### config.mk
export PLATFORM = sky130hd
export DESIGN_NAME = add_sub_seq
export DESIGN_NICKNAME = d
export VERILOG_FILES = /design/src/rtl/add_sub_pkg.sv /design/src/rtl/chunk_adder.sv /design/src/rtl/add_sub_seq.sv
export SDC_FILE = /design/constraint.sdc
export NUM_CORES = 1
export LEC_CHECK = 0
export ABC_AREA = 1
export CAP_MARGIN = 20
export CORE_MARGIN = 3
export CORE_UTILIZATION = 35
export DETAILED_ROUTE_END_ITERATION = 8
export RECOVER_POWER = 25
export SLEW_MARGIN = 20
export SYNTH_ARGS = -nofsm -noshare
export SYNTH_HDL_FRONTEND = slang
export SYNTH_HIERARCHICAL = 1
export SYNTH_SLANG_ARGS = --single-unit
### constraint.sdc
create_clock -name i_clk -period 3.44 [get_ports i_clk]
set_clock_uncertainty 0.2 [all_clocks]
set_input_delay 0.688 -clock i_clk [delete_from_list [all_inputs] [get_ports i_clk]]
set_output_delay 0.688 -clock i_clk [all_outputs]
set_load 0.01 [all_outputs]
### src/rtl/add_sub_pkg.sv
// -----------------------------------------------------------------------------
// add_sub_pkg
// Shared types and elaboration helpers for the chunk-serial adder/subtractor.
//   state_e  : controller states (IDLE, RUN, DONE)
//   calc_n   : number of CHUNK-bit slices making up a WIDTH-bit operand
//   calc_kw  : width of the slice counter for a given slice count
// -----------------------------------------------------------------------------
package add_sub_pkg;

    typedef enum logic [1:0] {
        IDLE = 2'd0,
        RUN  = 2'd1,
        DONE = 2'd2
    } state_e;

    // Guarded against CHUNK=0 so the top can report its own error instead of
    // tripping over a divide by zero during elaboration.
    function automatic int calc_n(input int width, input int chunk);
        return (chunk > 0) ? (width / chunk) : 0;
    endfunction

    // A one-slice configuration still needs a 1-bit counter.
    function automatic int calc_kw(input int n);
        return (n > 1) ? $clog2(n) : 1;
    endfunction

endpackage

### src/rtl/chunk_adder.sv
// -----------------------------------------------------------------------------
// chunk_adder
// Purely combinational CHUNK-bit ripple-carry adder built from full adders.
//   a_i [CHUNK-1:0] : addend slice A
//   b_i [CHUNK-1:0] : addend slice B (already inverted by the caller for sub)
//   c_i             : carry into bit 0
//   s_o [CHUNK-1:0] : sum slice
//   c_o             : carry out of the top bit
// -----------------------------------------------------------------------------
module chunk_adder #(
    parameter int CHUNK = 4
) (
    input  logic [CHUNK-1:0] a_i,
    input  logic [CHUNK-1:0] b_i,
    input  logic             c_i,
    output logic [CHUNK-1:0] s_o,
    output logic             c_o
);

    logic [CHUNK:0] c;

    assign c[0] = c_i;

    for (genvar i = 0; i < CHUNK; i++) begin : g_fa
        assign s_o[i]   = a_i[i] ^ b_i[i] ^ c[i];
        assign c[i + 1] = (a_i[i] & b_i[i]) | (c[i] & (a_i[i] ^ b_i[i]));
    end

    assign c_o = c[CHUNK];

endmodule

### src/rtl/add_sub_seq.sv
// -----------------------------------------------------------------------------
// add_sub_seq
// Sequential WIDTH-bit adder/subtractor that processes CHUNK bits per clock,
// least-significant slice first, through a single shared chunk_adder.
//   i_clk, i_rst_n       : clock, asynchronous active-low reset
//   i_valid / o_ready    : operation handshake (accepted only in IDLE)
//   i_a, i_b             : operands
//   i_sub                : 0 = A+B+c_in, 1 = A-B-borrow_in
//   i_c_in               : carry-in / borrow-in for multiword chaining
//   o_valid / i_ready    : result handshake (held in DONE until taken)
//   o_s                  : sum / difference
//   o_c_out              : carry out of MSB (sub: 1 = no borrow)
//   o_ovf                : signed overflow
//   o_zero               : o_s == 0
// Result latency is exactly N = WIDTH/CHUNK edges after the accepting edge.
// -----------------------------------------------------------------------------
module add_sub_seq
    import add_sub_pkg::*;
#(
    parameter int WIDTH = 16,
    parameter int CHUNK = 4
) (
    input  logic             i_clk,
    input  logic             i_rst_n,
    input  logic             i_valid,
    output logic             o_ready,
    input  logic [WIDTH-1:0] i_a,
    input  logic [WIDTH-1:0] i_b,
    input  logic             i_sub,
    input  logic             i_c_in,
    output logic             o_valid,
    input  logic             i_ready,
    output logic [WIDTH-1:0] o_s,
    output logic             o_c_out,
    output logic             o_ovf,
    output logic             o_zero
);

    localparam int          N      = calc_n(WIDTH, CHUNK);
    localparam int          KW     = calc_kw(N);
    localparam logic [KW-1:0] K_LAST = KW'(N - 1);

    if (CHUNK < 1 || WIDTH < 1 || (WIDTH % CHUNK) != 0) begin : g_bad_cfg
        $error("add_sub_seq: WIDTH must be a positive multiple of CHUNK");
    end

    state_e            state_q, state_d;
    logic [KW-1:0]     k_q, k_d;
    logic              carry_q, carry_d;
    logic [WIDTH-1:0]  a_q, a_d;
    logic [WIDTH-1:0]  bx_q, bx_d;
    logic [WIDTH-1:0]  s_q, s_d;
    logic              c_out_q, c_out_d;
    logic              ovf_q, ovf_d;
    logic              zero_q, zero_d;

    logic [CHUNK-1:0]  a_chunk;
    logic [CHUNK-1:0]  b_chunk;
    logic [CHUNK-1:0]  sum_chunk;
    logic              cout_chunk;

    // Slice k of the latched operands feeds the shared adder.
    assign a_chunk = a_q[int'(k_q) * CHUNK +: CHUNK];
    assign b_chunk = bx_q[int'(k_q) * CHUNK +: CHUNK];

    chunk_adder #(
        .CHUNK (CHUNK)
    ) u_chunk_adder (
        .a_i (a_chunk),
        .b_i (b_chunk),
        .c_i (carry_q),
        .s_o (sum_chunk),
        .c_o (cout_chunk)
    );

    always_comb begin
        state_d = state_q;
        k_d     = k_q;
        carry_d = carry_q;
        a_d     = a_q;
        bx_d    = bx_q;
        s_d     = s_q;
        c_out_d = c_out_q;
        ovf_d   = ovf_q;
        zero_d  = zero_q;

        case (state_q)
            IDLE: begin
                if (i_valid) begin
                    // Subtraction is A + ~B + 1; a borrow-in of 1 cancels the +1,
                    // hence the carry seed is c_in ^ sub.
                    a_d     = i_a;
                    bx_d    = i_b ^ {WIDTH{i_sub}};
                    carry_d = i_c_in ^ i_sub;
                    k_d     = '0;
                    state_d = RUN;
                end
            end
            RUN: begin
                s_d[int'(k_q) * CHUNK +: CHUNK] = sum_chunk;
                carry_d = cout_chunk;
                k_d     = k_q + KW'(1);
                if (k_q == K_LAST) begin
                    // Flags are frozen here from the fully assembled result so
                    // they stay stable for the whole DONE phase.
                    state_d = DONE;
                    k_d     = '0;
                    c_out_d = cout_chunk;
                    zero_d  = (s_d == '0);
                    ovf_d   = (a_q[WIDTH-1] == bx_q[WIDTH-1]) &&
                              (s_d[WIDTH-1] != a_q[WIDTH-1]);
                end
            end
            DONE: begin
                if (i_ready) begin
                    state_d = IDLE;
                end
            end
            default: begin
                state_d = IDLE;
            end
        endcase
    end

    always_ff @(posedge i_clk or negedge i_rst_n) begin
        if (!i_rst_n) begin
            state_q <= IDLE;
            k_q     <= '0;
            carry_q <= 1'b0;
            a_q     <= '0;
            bx_q    <= '0;
            s_q     <= '0;
            c_out_q <= 1'b0;
            ovf_q   <= 1'b0;
            zero_q  <= 1'b0;
        end else begin
            state_q <= state_d;
            k_q     <= k_d;
            carry_q <= carry_d;
            a_q     <= a_d;
            bx_q    <= bx_d;
            s_q     <= s_d;
            c_out_q <= c_out_d;
            ovf_q   <= ovf_d;
            zero_q  <= zero_d;
        end
    end

    assign o_ready = (state_q == IDLE);
    assign o_valid = (state_q == DONE);
    assign o_s     = s_q;
    assign o_c_out = c_out_q;
    assign o_ovf   = ovf_q;
    assign o_zero  = zero_q;

endmodule
# Word-level counts from Yosys, hierarchy flattened
# Index checks and enable logic that the tools add are counted.
# W data, S select, Z words.
[totals]
in_bits = 38
output_inout_bits = 21
reg_bits = 56
[op_classes]
shifts = 4
n_reduce_logical = 8
eq_ne = 8
bitwise = 22
n_mux = 10
add_sub_neg = 2
[ops]
columns = ["operator", "count"]
rows = [
  ["$neg A4 Y33", 1],
  ["$shift A4 B33 Y16 const A", 1],
  ["$shiftx A4 B33 Y16", 1],
  ["$shiftx A16 B5 Y4", 2],
  ["$bwmux W16", 1],
  ["$logic_not A16 Y1", 1],
  ["$xor A16 B16 Y16", 1],
  ["$mux W2", 5],
  ["$xor A1 B1 Y1", 9],
  ["$and A1 B1 Y1", 8],
  ["$pmux W2 S3", 1],
  ["$reduce_and A2 Y1", 3],
  ["$eq A2 B2 Y1 const B", 2],
  ["$ne A2 B2 Y1 const B", 2],
  ["$or A1 B1 Y1", 4],
  ["$pmux W2 S2", 1],
  ["$reduce_and A3 Y1", 1],
  ["$add A2 B1 Y2 const B", 1],
  ["$eq A2 B1 Y1 const B", 1],
  ["$logic_not A2 Y1", 1],
  ["$ne A2 B1 Y1 const B", 1],
  ["$pmux W1 S2", 1],
  ["$reduce_bool A2 Y1", 1],
  ["$eq A1 B1 Y1", 1],
  ["other kinds (3)", 3],
]

# Depth between registers and ports, before layout
[logic_depth]
depth_word = 13
mapped_depth = 22

# Hierarchy
# The synthesis kept the hierarchy.
[by_module_without_submodules]
columns = ["mod", "cells_per_inst", "area_each_um2", "seq_area_each_um2", "n_inst"]
rows = [
  ["add_sub_seq", 375, 2939.1, 1401.3, 1],
  ["chunk_adder", 14, 117.6, 0.0, 1],
]

# Least setup slack after synthesis
# Ideal clock, no wire load.
[synth_path]
path_kind = "reg2reg"
start = "register k_q[0]"
end = "register zero_q (netlist: o_zero)"
required_time_ns = 3.124
setup_slack_ns = 0.077
path_buffers = 2
t_arrival_ns = 3.047
path_stages_with_launch = 23
period_less_slack_ns = 3.363
cell_sequence = "dfrtp_1 inv_2 buf_6 buf_2 nor2_1 o22ai_1 fa_1 inv_1 fa_1 inv_1 fa_1 inv_1 fa_1 inv_1 nand2_1 nor2_1 nand2_1 nand2_1 nor2_1 nand2_1 nor2_1 nand2_1 nand2_1"
[synth_via]
elab_chain_cells = 12
elab_cells_between_ends = 26
cone_classes = "add/sub: 1; eq/ne: 1; shift: 4; mux: 1; bitwise: 17; reduce/logical: 2"
[synth_lines]
columns = ["item", "line", "text"]
rows = [
  ["start, declared", "add_sub_seq.sv:48", "logic [KW-1:0] k_q, k_d;"],
  ["start signal, assigned", "add_sub_seq.sv:138", "k_q <= k_d;"],
  ["$shiftx A16 B5 Y4 *", "add_sub_seq.sv:63", "assign a_chunk = a_q[int'(k_q) * CHUNK +: CHUNK];"],
  ["via a_chunk[0]", "add_sub_seq.sv:57", "logic [CHUNK-1:0] a_chunk;"],
  ["$xor A1 B1 Y1", "chunk_adder.sv:26", "assign c[i + 1] = (a_i[i] & b_i[i]) | (c[i] & (a_i[i] ^ b_i[i]));"],
  ["$and A1 B1 Y1", "chunk_adder.sv:26", ""],
  ["$or A1 B1 Y1 *", "chunk_adder.sv:26", ""],
  ["$and A1 B1 Y1 *", "chunk_adder.sv:26", ""],
  ["$or A1 B1 Y1 *", "chunk_adder.sv:26", ""],
  ["$and A1 B1 Y1 *", "chunk_adder.sv:26", ""],
  ["$or A1 B1 Y1 *", "chunk_adder.sv:26", ""],
  ["$xor A1 B1 Y1 *", "chunk_adder.sv:25", "assign s_o[i] = a_i[i] ^ b_i[i] ^ c[i];"],
  ["via sum_chunk[3]", "add_sub_seq.sv:59", "logic [CHUNK-1:0] sum_chunk;"],
  ["$shiftx A4 B33 Y16 *", "add_sub_seq.sv:100", "s_d[int'(k_q) * CHUNK +: CHUNK] = sum_chunk;"],
  ["$bwmux W16 *", "add_sub_seq.sv:100", ""],
  ["$logic_not A16 Y1 *", "add_sub_seq.sv:109", "zero_d = (s_d == '0);"],
  ["end signal, assigned", "add_sub_seq.sv:145", "zero_q <= zero_d;"],
  ["end, declared", "add_sub_seq.sv:55", "logic zero_q, zero_d;"],
]
# The timed path passes the listed nets; every way through them passes the cells marked *.
# A chain may end at the register's enable or synchronous reset.

# Worst setup path after layout
[layout_path]
start = "register k_q[0]"
end = "register zero_q (netlist: o_zero)"
[layout_via]
elab_chain_cells = 12
elab_cells_between_ends = 26
cone_classes = "add/sub: 1; eq/ne: 1; shift: 4; mux: 1; bitwise: 17; reduce/logical: 2"
[layout_lines]
columns = ["item", "line", "text"]
rows = [
  ["$shiftx A16 B5 Y4 *", "add_sub_seq.sv:64", "assign b_chunk = bx_q[int'(k_q) * CHUNK +: CHUNK];"],
  ["via b_chunk[0]", "add_sub_seq.sv:58", "logic [CHUNK-1:0] b_chunk;"],
  ["$xor A1 B1 Y1", "chunk_adder.sv:26", ""],
  ["$and A1 B1 Y1", "chunk_adder.sv:26", ""],
  ["$or A1 B1 Y1 *", "chunk_adder.sv:26", ""],
  ["$and A1 B1 Y1 *", "chunk_adder.sv:26", ""],
  ["$or A1 B1 Y1 *", "chunk_adder.sv:26", ""],
  ["$and A1 B1 Y1 *", "chunk_adder.sv:26", ""],
  ["$or A1 B1 Y1 *", "chunk_adder.sv:26", ""],
  ["$xor A1 B1 Y1 *", "chunk_adder.sv:25", ""],
  ["via sum_chunk[3]", "add_sub_seq.sv:59", ""],
  ["$shiftx A4 B33 Y16 *", "add_sub_seq.sv:100", ""],
  ["$bwmux W16 *", "add_sub_seq.sv:100", ""],
  ["$logic_not A16 Y1 *", "add_sub_seq.sv:109", ""],
]
# Marks and branches as above.

==> out/qor.csv <==
stage;metric;value;unit
synth;register bit total from synthesis;56;
sta;fin crit period;3.25;ns
synth;area leader, netlist;dfrtp_1;
detailed_routing;vias per inst;4.78;
global_route;largest net degree at the start of global routing;57;
sta;hold_ws;0.288;ns
critical_path;crit path max fanout;7;
critical_path;CP startpoint kind;flop;
detailed_routing;antenna-violating nets left;0;
synth;Synth Area in Adders;0.0508;
status;outcome;finished clean;
final_layout;non-filler instance count after layout;557;
sta;Final TNS setup;0;ns
clock_tree;clock net sink count;56;
placed_design;GPL Wtd Cong;0.876;
synth;post-synthesis cell type count;25;
hold_path;Hold Path Class;flop to flop;
clock_tree;CTS Buf Count;5;
global_route;All-Layer GR Usage;0.146;
floorplanning;Die Y;99.5;µm
synth;compound-gate portion of the synthesized area;0.113;
global_route;grt ovf;0;
clock_tree;CTS clk-pin slew, worst paths;0.11;ns
final_layout;layout cell share with drive strength beyond 1;0.0996;
global_route;first-pass GRT wire length;11.9;mm
critical_path;Worst EP required;3.51;ns
critical_path;crit path kind;flop to flop;
synth;Async SR Flop Fraction;1.00;
synth;post-synth top area share;0.458;
synth;xor-xnor portion of the synthesized cell area;0.0487;
power_and_ir_drop;PwrDens;1020;mW/mm²
clock_tree;TritonCTS clock tree;built;
detailed_routing;Post-Route WL;7.03;mm
synth;Simple-Gate Fraction of Synth Area;0.257;
synth;register area share after synthesis;0.458;
floorplanning;die span in x;99.5;µm
synth;synth top area cells;dfrtp_1 (46%), nand2_1 (15%), nor2_1 (6.4%);
synth;main flop type after synthesis;dfrtp_1;
final_layout;ANT cells;0;
floorplanning;Site Rows;33;
power_and_ir_drop;Worst VDD drop;331;µV
global_route;vias in the first global route;2579;
sta;final hold violations;0;
final_layout;Util after Layout;0.470;
sta;final setup fails;0;
synth;Synthesis Warnings;6;
global_route;initial antenna violation count;0;
critical_path;Critical Path AT;3.31;ns
detailed_routing;Initial DRT Pass Iterations;5;
detailed_routing;1st-iter DRT viols;94;
synth;gate count after technology mapping;389;
detailed_routing;residual DRC count;0;
floorplanning;Initial Util;0.366;
critical_path;CP Capture Type;flop;
sta;Slew @ Worst Pin;1.37;ns
synth;mean post-synth cell area;7.86;µm²
synth;mux cell area share after synthesis;0;
final_layout;Area Overhead vs Synth;28.2;%
placed_design;HPWL Detailed;5.32;mm
sta;final period utilization;0.945;
synth;Syn Nets;437;
clock_tree;cts hold-fix bufs;0;
floorplanning;IO Count;59;
floorplanning;DIE AREA;0.00989;mm²
clock_tree;clk root buf;clkbuf_8;
power_and_ir_drop;Pwr Total;4.00;mW
synth;most instantiated cells after synthesis;nand2_1 (126), dfrtp_1 (56), nor2_1 (52);
placed_design;Port Buf Inserts;58;
clock_tree;H-Tree Depth;2;
synth;count leader, synth;nand2_1;
final_layout;nets;499;
power_and_ir_drop;Leakage;1.84;nW
sta;Max Freq;308;MHz
sta;slew margin rel.;0.0879;
detailed_routing;via count;2661;
detailed_routing;Wirelength per Cell;12.6;µm
sta;max-slew violations;0;
synth;Post-synth EDFFs;0;
placed_design;Cells after DPL;544;
clock_tree;maximum clock insertion buffer count;2;
synth;largest family of logic cells by synthesized area;simple AND/OR/NAND/NOR gates;
clock_tree;latest clock arrival within the worst-skew pair;0.32;ns
job;MaxCap Viol Count;0;
synth;Post-Syn Area;0.00306;mm²
floorplanning;core area;0.00834;mm²
## sequential cells by signal, summed over array words and instances, names as in the netlist
name and cells:
a_q 16, bx_q 16, o_s 16, k_q 2, state_q 2, carry_q 1
o_c_out 1, o_ovf 1, o_zero 1
## per-stage QoR
stage          worst slack [ns]  cell area, µm²
2_1_floorplan            0.0770            3060
3_3_place_gp              0.151            3730
3_5_place_dp             0.0182            3730
4_1_cts                  0.0185            3840
5_1_grt                 -0.0507            3920
6_report                  0.190            3920
## kinds of logic after synthesis
group	after synthesis
buffers and inverters	46
adder cells (fa/ha/maj)	10
XOR/XNOR	17
AO/OA/AOI/OAI	62
AND/OR/NAND/NOR	198
flip-flops	56
## layer usage
metal  vias up  track usage  wire length [µm]
met5         -            0                 0
met4         0       0.0368                97
met3        11       0.0266               332
met2        73        0.245              3360
met1      1217        0.196              3240
li1       1360            -                 -
## final timing paths
kind | startpoint | end | slack, ns | depth (start not counted)
worst max-delay path | k_q[0] | o_zero | 0.19 | 20
worst min-delay path | bx_q[6] | bx_q[6] | 0.29 | 2
worst max register to register | k_q[0] | o_zero | 0.19 | 20
worst min register to register | bx_q[6] | bx_q[6] | 0.29 | 2
max in group asynchronous | i_rst_n | k_q[0] | 1.58 | 2
min in group asynchronous | i_rst_n | a_q[10] | 0.56 | 2
## worst max-delay path, cell delays in order, from the launching register on
cell and delay (ns):
dfrtp_2 0.48, inv_4 0.12, nor2_1 0.07, o22ai_2 0.20, fa_2 0.22, inv_2 0.04
fa_1 0.35, inv_1 0.08, fa_2 0.19, inv_2 0.04, fa_1 0.51, inv_2 0.04
nand2_1 0.09, nor2_2 0.05, nand2_1 0.09, nand2_2 0.07, nor2_1 0.10, nand2_1 0.06
nor2_1 0.10, nand2_1 0.06, nand2_1 0.05
## repair_timing
action                     CTS  global route
resized for setup            0            26
setup endpoints to repair    0             4
buffers inserted             0             5
## cell usage in the layout (no fill, tap or decap), types with 2 or more instances in the layout
| master | netlist | final |
|---|---|---|
| o22ai_2 | 0 | 2 |
| nor2_1 | 52 | 49 |
| o21ai_1 | 1 | 3 |
| o21ai_0 | 36 | 32 |
| fa_1 | 4 | 2 |
| o22ai_1 | 8 | 6 |
| inv_2 | 3 | 6 |
| nand2_1 | 126 | 125 |
| nand2_2 | 1 | 2 |
| inv_1 | 27 | 23 |
| a31oi_1 | 15 | 15 |
| nand3_1 | 14 | 14 |
| clkdlybuf4s50_1 | 0 | 57 |
| xnor2_1 | 17 | 17 |
| o21ai_2 | 0 | 2 |
| fa_2 | 0 | 2 |
| dfrtp_1 | 56 | 55 |
| ha_1 | 6 | 6 |
| clkbuf_8 | 0 | 5 |
| nor2_2 | 3 | 6 |
| buf_4 | 3 | 10 |
## power by group
| group | internal (mW) | leakage, nW | switching (mW) | total (mW) |
|---|---|---|---|---|
| combinational | 0.976 | 1.10 | 1.35 | 2.32 |
| sequential | 0.983 | 0.683 | 0.249 | 1.23 |
| clock | 0.221 | 0.0558 | 0.227 | 0.447 |
| total | 2.18 | 1.84 | 1.82 | 4.00 |
## area by class of cell
cell class / instances / area [µm²]
clock inverters: 2 / 38.8
well taps: 105 / 131
clock buffers: 6 / 72.6
inverters: 30 / 115
flip-flops and latches: 56 / 1400
fillers: 845 / 4420
multi-input cells: 287 / 1470
repair buffers: 71 / 687
Power figures use the tool's default switching activity.
